`config.mk`:
```
export PLATFORM = sky130hd
export DESIGN_NAME = axi_fft_ram_bridge
export DESIGN_NICKNAME = d
export VERILOG_FILES = /design/src/rtl/axi_fft_ram_bridge.sv
export SDC_FILE = /design/constraint.sdc
export NUM_CORES = 1
export LEC_CHECK = 0
export ABC_AREA = 1
export CAP_MARGIN = 20
export CORE_ASPECT_RATIO = 0.7
export CORE_MARGIN = 2
export CORE_UTILIZATION = 52
export DETAILED_ROUTE_END_ITERATION = 8
export PLACE_DENSITY = 0.82
export SLEW_MARGIN = 30
export SYNTH_ARGS = -nofsm -noshare
export SYNTH_HDL_FRONTEND = slang
export SYNTH_SLANG_ARGS = --single-unit
```
`constraint.sdc`:
```
create_clock -name i_clk -period 3.05 [get_ports i_clk]
set_clock_uncertainty 0.05 [all_clocks]
set_input_delay 0.4575 -clock i_clk [delete_from_list [all_inputs] [get_ports i_clk]]
set_output_delay 0.4575 -clock i_clk [all_outputs]
set_load 0.01 [all_outputs]
```
`src/rtl/axi_fft_ram_bridge.sv`:
```
// AXI4 slave bridge between the interconnect and the FFT sample RAM.
// Optional WRAP burst support: define AXI_FFT_BRIDGE_WRAP_EN.
module axi_fft_ram_bridge #(
    parameter int SAMPLE_WIDTH = 16,
    parameter int DATA_WIDTH   = 32,
    parameter int ADDR_WIDTH   = 12,
    parameter int ID_W_WIDTH   = 2,
    parameter int ID_R_WIDTH   = 2
) (
    input  logic                      i_clk,
    input  logic                      i_rstn,
    input  logic [ADDR_WIDTH-1:0]     i_AWADDR,
    input  logic [7:0]                i_AWLEN,
    input  logic [2:0]                i_AWSIZE,
    input  logic [1:0]                i_AWBURST,
    input  logic [ID_W_WIDTH-1:0]     i_AWID,
    input  logic                      i_AWVALID,
    output logic                      o_AWREADY,
    input  logic [SAMPLE_WIDTH-1:0]   i_WDATA,
    input  logic [SAMPLE_WIDTH/8-1:0] i_WSTRB,
    input  logic                      i_WVALID,
    input  logic                      i_WLAST,
    output logic                      o_WREADY,
    output logic                      o_BVALID,
    output logic [ID_W_WIDTH-1:0]     o_BID,
    output logic [1:0]                o_BRESP,
    input  logic                      i_BREADY,
    input  logic [ADDR_WIDTH-1:0]     i_ARADDR,
    input  logic [7:0]                i_ARLEN,
    input  logic [2:0]                i_ARSIZE,
    input  logic [1:0]                i_ARBURST,
    input  logic [ID_R_WIDTH-1:0]     i_ARID,
    input  logic                      i_ARVALID,
    output logic                      o_ARREADY,
    output logic [DATA_WIDTH-1:0]     o_RDATA,
    output logic [ID_R_WIDTH-1:0]     o_RID,
    output logic [1:0]                o_RRESP,
    output logic                      o_RVALID,
    output logic                      o_RLAST,
    input  logic                      i_RREADY,
    input  logic [DATA_WIDTH-1:0]     i_DATA_FROM_RAM,
    input  logic                      i_CALC_END,
    input  logic [ADDR_WIDTH-1:0]     i_SAMPLES_NUMBER,
    output logic                      o_DATA_LOADED,
    output logic [SAMPLE_WIDTH-1:0]   o_SAMPLE_ram,
    output logic [ADDR_WIDTH-1:0]     o_SAMPLE_INDEX_ram,
    output logic                      o_WRITE_ram,
    output logic                      o_READ_ram
);

    localparam logic [2:0] W_SIZE = 3'($clog2(SAMPLE_WIDTH / 8));
    localparam logic [ADDR_WIDTH-1:0] ONE = ADDR_WIDTH'(1);
`ifdef AXI_FFT_BRIDGE_WRAP_EN
    localparam logic WRAP_EN = 1'b1;
`else
    localparam logic WRAP_EN = 1'b0;
`endif

    typedef enum logic [1:0] {IDLE, W_DATA, W_RESP, R_DATA} state_t;

    function automatic logic bad_burst(input logic [1:0] b,
                                       input logic [7:0] l);
        logic wl;
        logic bad;
        wl  = (l == 8'd1) || (l == 8'd3) || (l == 8'd7) || (l == 8'd15);
        bad = 1'b1;
        unique case (b)
            2'b00, 2'b01: bad = 1'b0;
            2'b10:        bad = !(WRAP_EN && wl);
            default:      bad = 1'b1;
        endcase
        return bad;
    endfunction

    // WRAP keeps the upper bits and wraps the low log2(len+1) bits
    function automatic logic [ADDR_WIDTH-1:0] nxt(
        input logic [ADDR_WIDTH-1:0] i,
        input logic [1:0]            b,
        input logic [7:0]            l);
        logic [ADDR_WIDTH-1:0] m;
        logic [ADDR_WIDTH-1:0] r;
        m = ADDR_WIDTH'(l);
        r = i;
        unique case (b)
            2'b01:   r = i + ONE;
            2'b10:   r = (i & ~m) | ((i + ONE) & m);
            default: r = i;
        endcase
        return r;
    endfunction

    state_t                  state, nstate;
    logic                    live, calc_done;
    logic [ADDR_WIDTH-1:0]   idx;
    logic [7:0]              len, cnt;
    logic [8:0]              iss;
    logic [1:0]              burst;
    logic                    berr, werr;
    logic [ID_W_WIDTH-1:0]   bid;
    logic [ID_R_WIDTH-1:0]   rid;
    logic                    infl, infl_err, infl_lst;
    logic [DATA_WIDTH-1:0]   f_data [2];
    logic [1:0]              f_err, f_last;
    logic                    f_wp, f_rp;
    logic [1:0]              f_cnt;

    logic [ADDR_WIDTH-1:0]   wr_start, rd_start, iss_idx;
    logic                    aw_hs, ar_hs, w_hs, b_hs, r_pop;
    logic                    aw_bad, ar_bad, w_last, w_ok, room;
    logic                    issue, iss_err, iss_lst;

    assign wr_start = i_AWADDR >> i_AWSIZE;
    assign rd_start = i_ARADDR >> i_ARSIZE;
    assign aw_bad   = bad_burst(i_AWBURST, i_AWLEN) || (i_AWSIZE != W_SIZE);
    assign ar_bad   = bad_burst(i_ARBURST, i_ARLEN);
    assign aw_hs    = (state == IDLE) && live && i_AWVALID;
    assign ar_hs    = (state == IDLE) && live && calc_done
                      && i_ARVALID && !i_AWVALID;
    assign w_hs     = (state == W_DATA) && i_WVALID;
    assign w_last   = (cnt == len);
    assign w_ok     = !berr && (idx < i_SAMPLES_NUMBER) && (&i_WSTRB);
    assign b_hs     = (state == W_RESP) && i_BREADY;
    assign r_pop    = (f_cnt != 2'd0) && i_RREADY;
    assign room     = (f_cnt + {1'b0, infl}) < (2'd2 + {1'b0, r_pop});

    assign o_AWREADY     = (state == IDLE) && live;
    assign o_ARREADY     = (state == IDLE) && live && calc_done && !i_AWVALID;
    assign o_WREADY      = (state == W_DATA);
    assign o_WRITE_ram   = w_hs && w_ok;
    assign o_SAMPLE_ram  = o_WRITE_ram ? i_WDATA : '0;
    assign o_READ_ram    = issue && !iss_err;
    assign o_SAMPLE_INDEX_ram = o_WRITE_ram ? idx :
                                o_READ_ram  ? iss_idx : '0;
    assign o_BVALID      = (state == W_RESP);
    assign o_BID         = o_BVALID ? bid : '0;
    assign o_BRESP       = (o_BVALID && werr) ? 2'b10 : 2'b00;
    assign o_DATA_LOADED = b_hs;
    assign o_RVALID      = (f_cnt != 2'd0);
    assign o_RDATA       = o_RVALID ? f_data[f_rp] : '0;
    assign o_RRESP       = (o_RVALID && f_err[f_rp]) ? 2'b10 : 2'b00;
    assign o_RLAST       = o_RVALID && f_last[f_rp];
    assign o_RID         = o_RVALID ? rid : '0;

    // Read issue: first beat straight from AR, rest while buffer has room
    always_comb begin
        issue   = 1'b0;
        iss_idx = idx;
        iss_err = berr || (idx >= i_SAMPLES_NUMBER);
        iss_lst = (iss[7:0] == len);
        if (ar_hs) begin
            issue   = 1'b1;
            iss_idx = rd_start;
            iss_err = ar_bad || (rd_start >= i_SAMPLES_NUMBER);
            iss_lst = (i_ARLEN == 8'd0);
        end else if ((state == R_DATA) && !iss[8]
                     && (iss[7:0] <= len) && room) begin
            issue = 1'b1;
        end
    end

    // Next-state selection
    always_comb begin
        nstate = state;
        unique case (state)
            IDLE:   if (aw_hs) nstate = W_DATA;
                    else if (ar_hs) nstate = R_DATA;
            W_DATA: if (w_hs && w_last) nstate = W_RESP;
            W_RESP: if (b_hs) nstate = IDLE;
            R_DATA: if (r_pop && f_last[f_rp]) nstate = IDLE;
            default: nstate = IDLE;
        endcase
    end

    // State, out-of-reset flag and sticky FFT-done flag
    always_ff @(posedge i_clk or negedge i_rstn) begin
        if (!i_rstn) begin
            state     <= IDLE;
            live      <= 1'b0;
            calc_done <= 1'b0;
        end else begin
            state <= nstate;
            live  <= 1'b1;
            if (aw_hs) calc_done <= 1'b0;
            else if (i_CALC_END) calc_done <= 1'b1;
        end
    end

    // Burst context and beat index generation
    always_ff @(posedge i_clk or negedge i_rstn) begin
        if (!i_rstn) begin
            idx   <= '0;
            len   <= '0;
            cnt   <= '0;
            iss   <= '0;
            burst <= '0;
            berr  <= 1'b0;
            werr  <= 1'b0;
            bid   <= '0;
            rid   <= '0;
        end else if (aw_hs) begin
            idx   <= wr_start;
            len   <= i_AWLEN;
            cnt   <= '0;
            burst <= i_AWBURST;
            berr  <= aw_bad;
            werr  <= aw_bad;
            bid   <= i_AWID;
        end else if (ar_hs) begin
            idx   <= nxt(rd_start, i_ARBURST, i_ARLEN);
            len   <= i_ARLEN;
            iss   <= 9'd1;
            burst <= i_ARBURST;
            berr  <= ar_bad;
            rid   <= i_ARID;
        end else if (w_hs) begin
            idx <= nxt(idx, burst, len);
            cnt <= cnt + 8'd1;
            if (!w_ok || (i_WLAST != w_last)) werr <= 1'b1;
        end else if (issue) begin
            idx <= nxt(idx, burst, len);
            iss <= iss + 9'd1;
        end
    end

    // Tag of the read whose data appears on the RAM bus next cycle
    always_ff @(posedge i_clk or negedge i_rstn) begin
        if (!i_rstn) begin
            infl     <= 1'b0;
            infl_err <= 1'b0;
            infl_lst <= 1'b0;
        end else begin
            infl     <= issue;
            infl_err <= iss_err;
            infl_lst <= iss_lst;
        end
    end

    // Two-entry read data buffer
    always_ff @(posedge i_clk or negedge i_rstn) begin
        if (!i_rstn) begin
            f_data[0] <= '0;
            f_data[1] <= '0;
            f_err     <= '0;
            f_last    <= '0;
            f_wp      <= 1'b0;
            f_rp      <= 1'b0;
            f_cnt     <= '0;
        end else begin
            if (infl) begin
                f_data[f_wp] <= infl_err ? '0 : i_DATA_FROM_RAM;
                f_err[f_wp]  <= infl_err;
                f_last[f_wp] <= infl_lst;
                f_wp         <= ~f_wp;
            end
            if (r_pop) f_rp <= ~f_rp;
            f_cnt <= f_cnt + {1'b0, infl} - {1'b0, r_pop};
        end
    end

endmodule

```
==> impl_metrics.py, run 1 <==
metrics = {
    "die": {
        "die_area_um2": 18500,
        "die_height_um": 114,
        "initial_core_util_pct": 53.0,
        "core_area_um2": 17100,
        "io_pins": 202,
        "dieWidth_um": 162,
        "num_rows": 40,
    },
    "layout": {
        "multiInputGateArea_um2": 5490,
        "n_antenna_cell": 0,
        "final_layout_size_suffix_gt1_share_pct": 22.4,
        "layout_common_cells": "317 x nand2_1, 174 x inv_1, 144 x clkdlybuf4s50_1",
        "design_area_um2": 13100,
        "fillCellCount": 1250,
        "syn_to_final_growth_pct": 45.1,
        "final_common_cell": "nand2_1",
        "nNetsFinal": 1791,
        "regArea_um2": 3110,
    },
    "critical_path": {
        "path_class": "reg -> out",
        "path_buf_inv": 2,
        "critical-path-top-delay-family": "simple AND/OR/NAND/NOR gates",
        "slowest_stage": "dfrtp_2",
        "critPathCaptureType": "output port",
        "cp.required_ns": 2.54,
        "crit_arrival_ns": 2.57,
        "ff2ff_path_depth": 15,
        "critPathMaxStageDelay_ns": 0.45,
        "critPathLaunchType": "register",
        "crit_cells": 13,
        "crit_path_max_fanout": 6,
        "crit_chain": "ha_4 > nand4_1 > nor3_4 > nand3_2 > nor2_2 > nor2_2 > nand2_1 > nand2_2 > nand2_8 > clkinv_8 > nand2_2 > o21ai_1 > buf_2",
        "r2r-start": "infl",
        "rrSetupSlack_ns": 0.50,
    },
    "yosys": {
        "ys_warn_count": 0,
        "syn_inst": 1333,
        "syn_area_um2": 9060,
        "avgSynthCellArea_um2": 6.80,
        "yosysSeqAreaShare_pct": 34.2,
        "yosysTopAreaCellShare_pct": 34.2,
        "ys_types": 53,
        "synth_seq_cells": 124,
        "yosys.area.top_type": "dfrtp_1",
        "ys_top_cells_by_area": "dfrtp_1 34%, nand2_1 14%, inv_1 7.9%, o21ai_0 7.7%, ha_1 6.1%",
    },
    "routing": {
        "via_count": 10387,
        "wl_um": 33100,
        "drtIter0Drc": 1290,
        "ant_nets": 0,
        "drtPass1Iterations": 6,
        "wire_per_inst_um": 17.8,
        "drc": 0,
        "vias_per_cell": 5.57,
    },
    "power": {
        "p_leak_nw": 6.55,
        "power_w": 0.0108,
        "power_density_nw_per_um2": 822,
        "vdd_drop_max_uv": 426,
    },
    "clock_network": {
        "cts_made_buffers": 17,
        "cts_tree": "done",
        "path_clk_slew_ns": 0.07,
        "clock_latency_ns": 0.43,
        "htree_levels": 4,
        "cts_sinks": 124,
        "clock-root-buffer": "clkbuf_16",
        "clockBufferDepth": 2,
    },
    "outcome": {
        "violations": "setup timing",
        "outcome": "finished, violations left",
    },
    "place": {
        "place_hpwl_um": 23500,
        "placed_area_um2": 11900,
        "globalplace.congestion": 1.01,
        "numPortBuffers": 199,
    },
    "timing": {
        "slew_violations": 0,
        "worst_slack_ns": -0.0306,
        "setup_viol": 9,
        "hold_viol": 0,
        "fmax_ghz": 0.325,
        "rsz0062_at_grt": "yes",
        "tightest_slew_ns": 0.772,
        "tns_ns": -0.132,
        "slew-limit-headroom_pct": 48.4,
        "final.min_clock_period_ns": 3.08,
        "post-route-period-util_pct": 101,
    },
    "global_routing": {
        "first_global_vias": 9571,
        "grt_pass1_wl_um": 50200,
        "grt_max_degree": 75,
        "antenna_found_initial": 1,
        "grt_use_total_pct": 34.7,
        "grt_overflow": 0,
    },
    "min_path": {
        "min_path_type": "in -> async",
    },
    "run": {
        "max_cap_viol_count": 0,
    },
}
repair_timing:
item / 4_1_cts / 5_1_grt
setup buffers: 9 / 11
setup endpoints to repair: 30 / 30
resized for setup: 192 / 127
endpoints found under the hold margin: 14 / 0
hold buffers: 1 / 0
pin swaps: 31 / 60
cloned: 2 / 1
metrics by stage:
| stage | setup slack (ns) | hold slack (ns) | instances | util, % |
|---|---|---|---|---|
| detailed placement | -0.875 | 0.282 | 1810 | 69.5 |
| global route | -0.0984 | 0.406 | 1866 | 76.8 |
| CTS | 0.000760 | 0.375 | 1854 | 73.8 |
| global placement | -0.820 | 0.283 | 1810 | 69.5 |
| finish | -0.0306 | 0.371 | 1866 | 76.8 |
| floorplan | 0.323 | 0.112 | 1334 | - |
sequential cells by signal, indices dropped and copies added, names as in the netlist, named ones only:
name / count
berr: 1
bid: 2
burst: 2
calc_done: 1
cnt: 8
f_cnt: 2
f_data: 64
f_err: 2
f_last: 2
f_rp: 1
f_wp: 1
idx: 5
infl: 1
infl_err: 1
infl_lst: 1
iss: 9
len: 8
live: 1
rid: 2
state: 2
werr: 1
layer usage:
| layer | up-vias | GRT usage, % | part of all wire [%] |
|---|---|---|---|
| li1 | 4873 | - | - |
| met1 | 4832 | 48.4 | 42 |
| met2 | 604 | 51.3 | 43 |
| met3 | 76 | 12.9 | 13 |
| met4 | 2 | 8.67 | 2.1 |
| met5 | - | 0 | 0.039 |
report_power, final:
part / internal, W / switching, W
registers: 0.00236 / 0.000520
clock network: 0.00108 / 0.000879
logic: 0.00255 / 0.00342
total: 0.00599 / 0.00482
cell families after synthesis:
logic type	after synthesis	share of synthesized area, %
compound gates	273	16.5
xor+xnor	12	1.16
fa+ha+maj	44	6.07
buf+inv	255	11.3
flops	124	34.2
mux	3	0.331
other cells	2	0.0829
simple gates	620	30.3
synth_stat cells (all sizes together):
cell / instances
a32o: 1
inv: 200
o2bb2ai: 1
o221ai: 6
mux2i: 3
a211oi: 1
nand2: 374
dfrtp: 124
a22o: 2
nor3: 18
buf: 23
o22ai: 4
clkbuf: 29
a22oi: 5
a21oi: 77
o31ai: 4
o211ai: 7
o21a: 2
nor2: 131
o21ai: 151
nand3: 69
clkinv: 3
xor2: 8
o21bai: 1
o311ai: 1
or2: 1
xnor2: 4
a21boi: 6
nand4: 14
nor4: 6
a31oi: 4
and2: 3
and3: 4
conb: 2
ha: 44
worst paths after layout:
kind,end
max,o_SAMPLE_INDEX_ram[4]
min,f_data[14]
max reg2reg,iss[5]
min reg2reg,f_data[42]
max in group asynchronous,asynchronous set/reset pin
min in group i_clk,f_data[42]
area by class of cell:
| cell class | instances | area share [%] |
|---|---|---|
| multi-input combinational | 955 | 41.7 |
| sequential | 124 | 23.6 |
| timing repair buffer | 319 | 21.9 |
| inverter | 203 | 6.03 |
| clock buffer | 17 | 3.24 |
| tap | 231 | 2.20 |
| clock inverter | 15 | 1.09 |
| timing repair inverter | 2 | 0.181 |
(Power assumes the default switching activity.)
==> inputs of run 2 (changes only) <==
--- a/config.mk
+++ b/config.mk
@@ -11,6 +11,7 @@
 export CORE_MARGIN = 2
 export CORE_UTILIZATION = 52
 export DETAILED_ROUTE_END_ITERATION = 8
+export HOLD_SLACK_MARGIN = 0.08
 export PLACE_DENSITY = 0.82
 export SLEW_MARGIN = 30
 export SYNTH_ARGS = -nofsm -noshare
==> results of run 2 <==
Final layout, timing and power as in run 1 (identical DEF).
==> inputs of run 3 (changes only) <==
--- a/config.mk
+++ b/config.mk
@@ -6,13 +6,12 @@
 export NUM_CORES = 1
 export LEC_CHECK = 0
 export ABC_AREA = 1
-export CAP_MARGIN = 20
 export CORE_ASPECT_RATIO = 0.7
 export CORE_MARGIN = 2
-export CORE_UTILIZATION = 52
+export CORE_UTILIZATION = 47
 export DETAILED_ROUTE_END_ITERATION = 8
 export HOLD_SLACK_MARGIN = 0.08
-export PLACE_DENSITY = 0.82
+export PLACE_DENSITY = 0.78
 export SLEW_MARGIN = 30
 export SYNTH_ARGS = -nofsm -noshare
 export SYNTH_HDL_FRONTEND = slang
==> constraint.sdc (replaced) <==
create_clock -name i_clk -period 2.7 [get_ports i_clk]
set_clock_uncertainty 0.05 [all_clocks]
set_input_delay 0.405 -clock i_clk [delete_from_list [all_inputs] [get_ports i_clk]]
set_output_delay 0.405 -clock i_clk [all_outputs]
set_load 0.01 [all_outputs]
==> run 3 against run 2 <==
Compared with the run above:
- the flow still finishes with violations (setup timing)
- combinational power increased by 24%
- via count increased by 2.0%
- critical path depth increased by 3
- highest routed layer unchanged
==> impl_metrics.py, run 3 (same netlist as run 1, synthesis figures left out) <==
metrics = {
    "outcome": {
        "outcome": "finished, violations left",
        "violations": "setup timing",
    },
    "critical_path": {
        "cp.required_ns": 2.25,
        "critPathMaxStageDelay_ns": 0.23,
        "slowest_stage": "ha_4",
        "path_buf_inv": 4,
        "critPathLaunchType": "input pin",
        "crit_top_cell": "buf_12",
        "critical-path-top-delay-family": "simple AND/OR/NAND/NOR gates",
        "crit_path_max_fanout": 6,
        "critPathCaptureType": "output port",
        "crit_chain": "buf_12 > buf_12 > nand2_4 > nand3_2 > nand3_1 > nand2_2 > ha_4 > a21oi_2 > o31ai_4 > nand3_1 > nand4_1 > nand2_4 > nand2_8 > buf_12 > o22ai_4 > buf_6",
        "crit_arrival_ns": 2.44,
        "path_class": "in -> out",
    },
    "layout": {
        "multiInputGateArea_um2": 5610,
        "syn_to_final_growth_pct": 53.1,
        "final_layout_size_suffix_gt1_share_pct": 25.5,
        "nNetsFinal": 1851,
        "largest_reg_flops": 64,
        "reg.largest.list": "f_data: 64 flops, iss: 9 flops",
        "fillCellCount": 1399,
        "layout_common_cells": "321 x nand2_1, 171 x inv_1, 157 x buf_4",
        "final_common_cell": "nand2_1",
        "regMostFlops": "f_data",
        "regArea_um2": 3110,
        "design_area_um2": 13900,
    },
    "place": {
        "placed_area_um2": 12300,
        "globalplace.congestion": 1.00,
        "place_hpwl_um": 25100,
        "preCtsSetupSlack_ns": -1.17,
        "numPortBuffers": 199,
    },
    "routing": {
        "wire_per_inst_um": 18.1,
        "drc": 0,
        "drtIter0Drc": 1031,
        "ant_nets": 0,
        "drtPass1Iterations": 5,
        "vias_per_cell": 5.47,
        "wl_um": 35100,
        "via_count": 10598,
    },
    "timing": {
        "tns_ns": -2.72,
        "slew_violations": 0,
        "final.min_clock_period_ns": 2.89,
        "hold_viol": 0,
        "slew-limit-headroom_pct": 55.1,
        "worst_slack_ns": -0.195,
        "tightest_slew_ns": 0.672,
        "setup_viol": 29,
        "rsz0062_at_grt": "yes",
        "post-route-period-util_pct": 107,
        "holdWs_ns": 0.416,
        "fmax_ghz": 0.345,
    },
    "die": {
        "die_area_um2": 20400,
        "io_pins": 202,
        "num_rows": 42,
        "initial_core_util_pct": 47.9,
        "die_height_um": 120,
        "dieWidth_um": 170,
        "core_area_um2": 18900,
    },
    "power": {
        "power_density_nw_per_um2": 934,
        "vdd_drop_max_uv": 647,
        "p_leak_nw": 7.06,
    },
    "global_routing": {
        "antenna_found_initial": 2,
        "grt_pass1_wl_um": 53000,
        "grt_use_total_pct": 33.8,
        "grt_max_degree": 63,
        "grt_overflow": 0,
        "first_global_vias": 9939,
    },
    "clock_network": {
        "clockBufferDepth": 2,
        "htree_levels": 4,
        "cts_sinks": 124,
        "clock-root-buffer": "clkbuf_16",
        "path_clk_slew_ns": 0.05,
        "cts_made_buffers": 17,
        "clock_latency_ns": 0.43,
        "cts_tree": "done",
    },
    "min_path": {
        "min_path_type": "reg -> reg",
    },
    "run": {
        "max_cap_viol_count": 0,
    },
}
run 3: cell type report:
cell class / instances / share of cell area, %
repair inverters: 2 / 0.126
inverters: 203 / 5.81
flip-flops and latches: 124 / 22.4
repair buffers: 379 / 24.7
multi-input cells: 955 / 40.4
clock buffers: 17 / 3.07
well taps: 242 / 2.18
clock inverters: 15 / 1.28
diodes: 1 / 0.0180
run 3: worst paths after layout:
path,to,startpoint,cells after the start,slack (ns)
hold reg to reg,f_data[35],f_data[35],2,0.42
hold / removal,f_data[35],f_data[35],2,0.42
max in group asynchronous,asynchronous set/reset pin,i_rstn,3,1.35
setup / recovery,o_SAMPLE_INDEX_ram[3],i_ARSIZE[0],16,-0.19
min in group asynchronous,f_data[13],i_rstn,2,0.43
setup reg to reg,werr,register,18,0
run 3: through the flow:
stage	power [W]	util (%)	std cells
after CTS	0.0126	71.2	1929
after global placement	0.00954	65.2	1875
final	0.0130	73.3	1938
after global routing	0.0138	73.3	1938
after detailed placement	0.00974	65.2	1875
after floorplan	0.00644	-	1334
run 3: what timing repair did:
item                                    CTS  global route
resized for setup                       298            95
endpoints found under the hold margin    33             0
gates cloned                              3             3
endpoints found under the setup margin   33            64
pin swaps                                68            43
setup buffers                            19             6
hold buffers                              1             0
run 3: tightest hold or removal path, stage by stage (launching register included):
cell,delay (ns)
dfrtp_1,0.33
nand2_1,0.05
nand2_1,0.05
run 3: layer usage:
metal	vias up	track usage, %	part of all wire (%)
li1	4998	-	-
met1	4933	48.5	43
met2	594	49.7	43
met3	71	10.8	12
met4	2	7.48	2.3
met5	-	0	0.037
run 3: report_power, final:
| part | switching [W] | internal [W] | total, W | leakage [nW] |
|---|---|---|---|---|
| registers | 0.000520 | 0.00267 | 0.00319 | 1.57 |
| logic | 0.00409 | 0.00333 | 0.00742 | 5.21 |
| clock network | 0.000957 | 0.00139 | 0.00235 | 0.287 |
| total | 0.00557 | 0.00739 | 0.0130 | 7.06 |
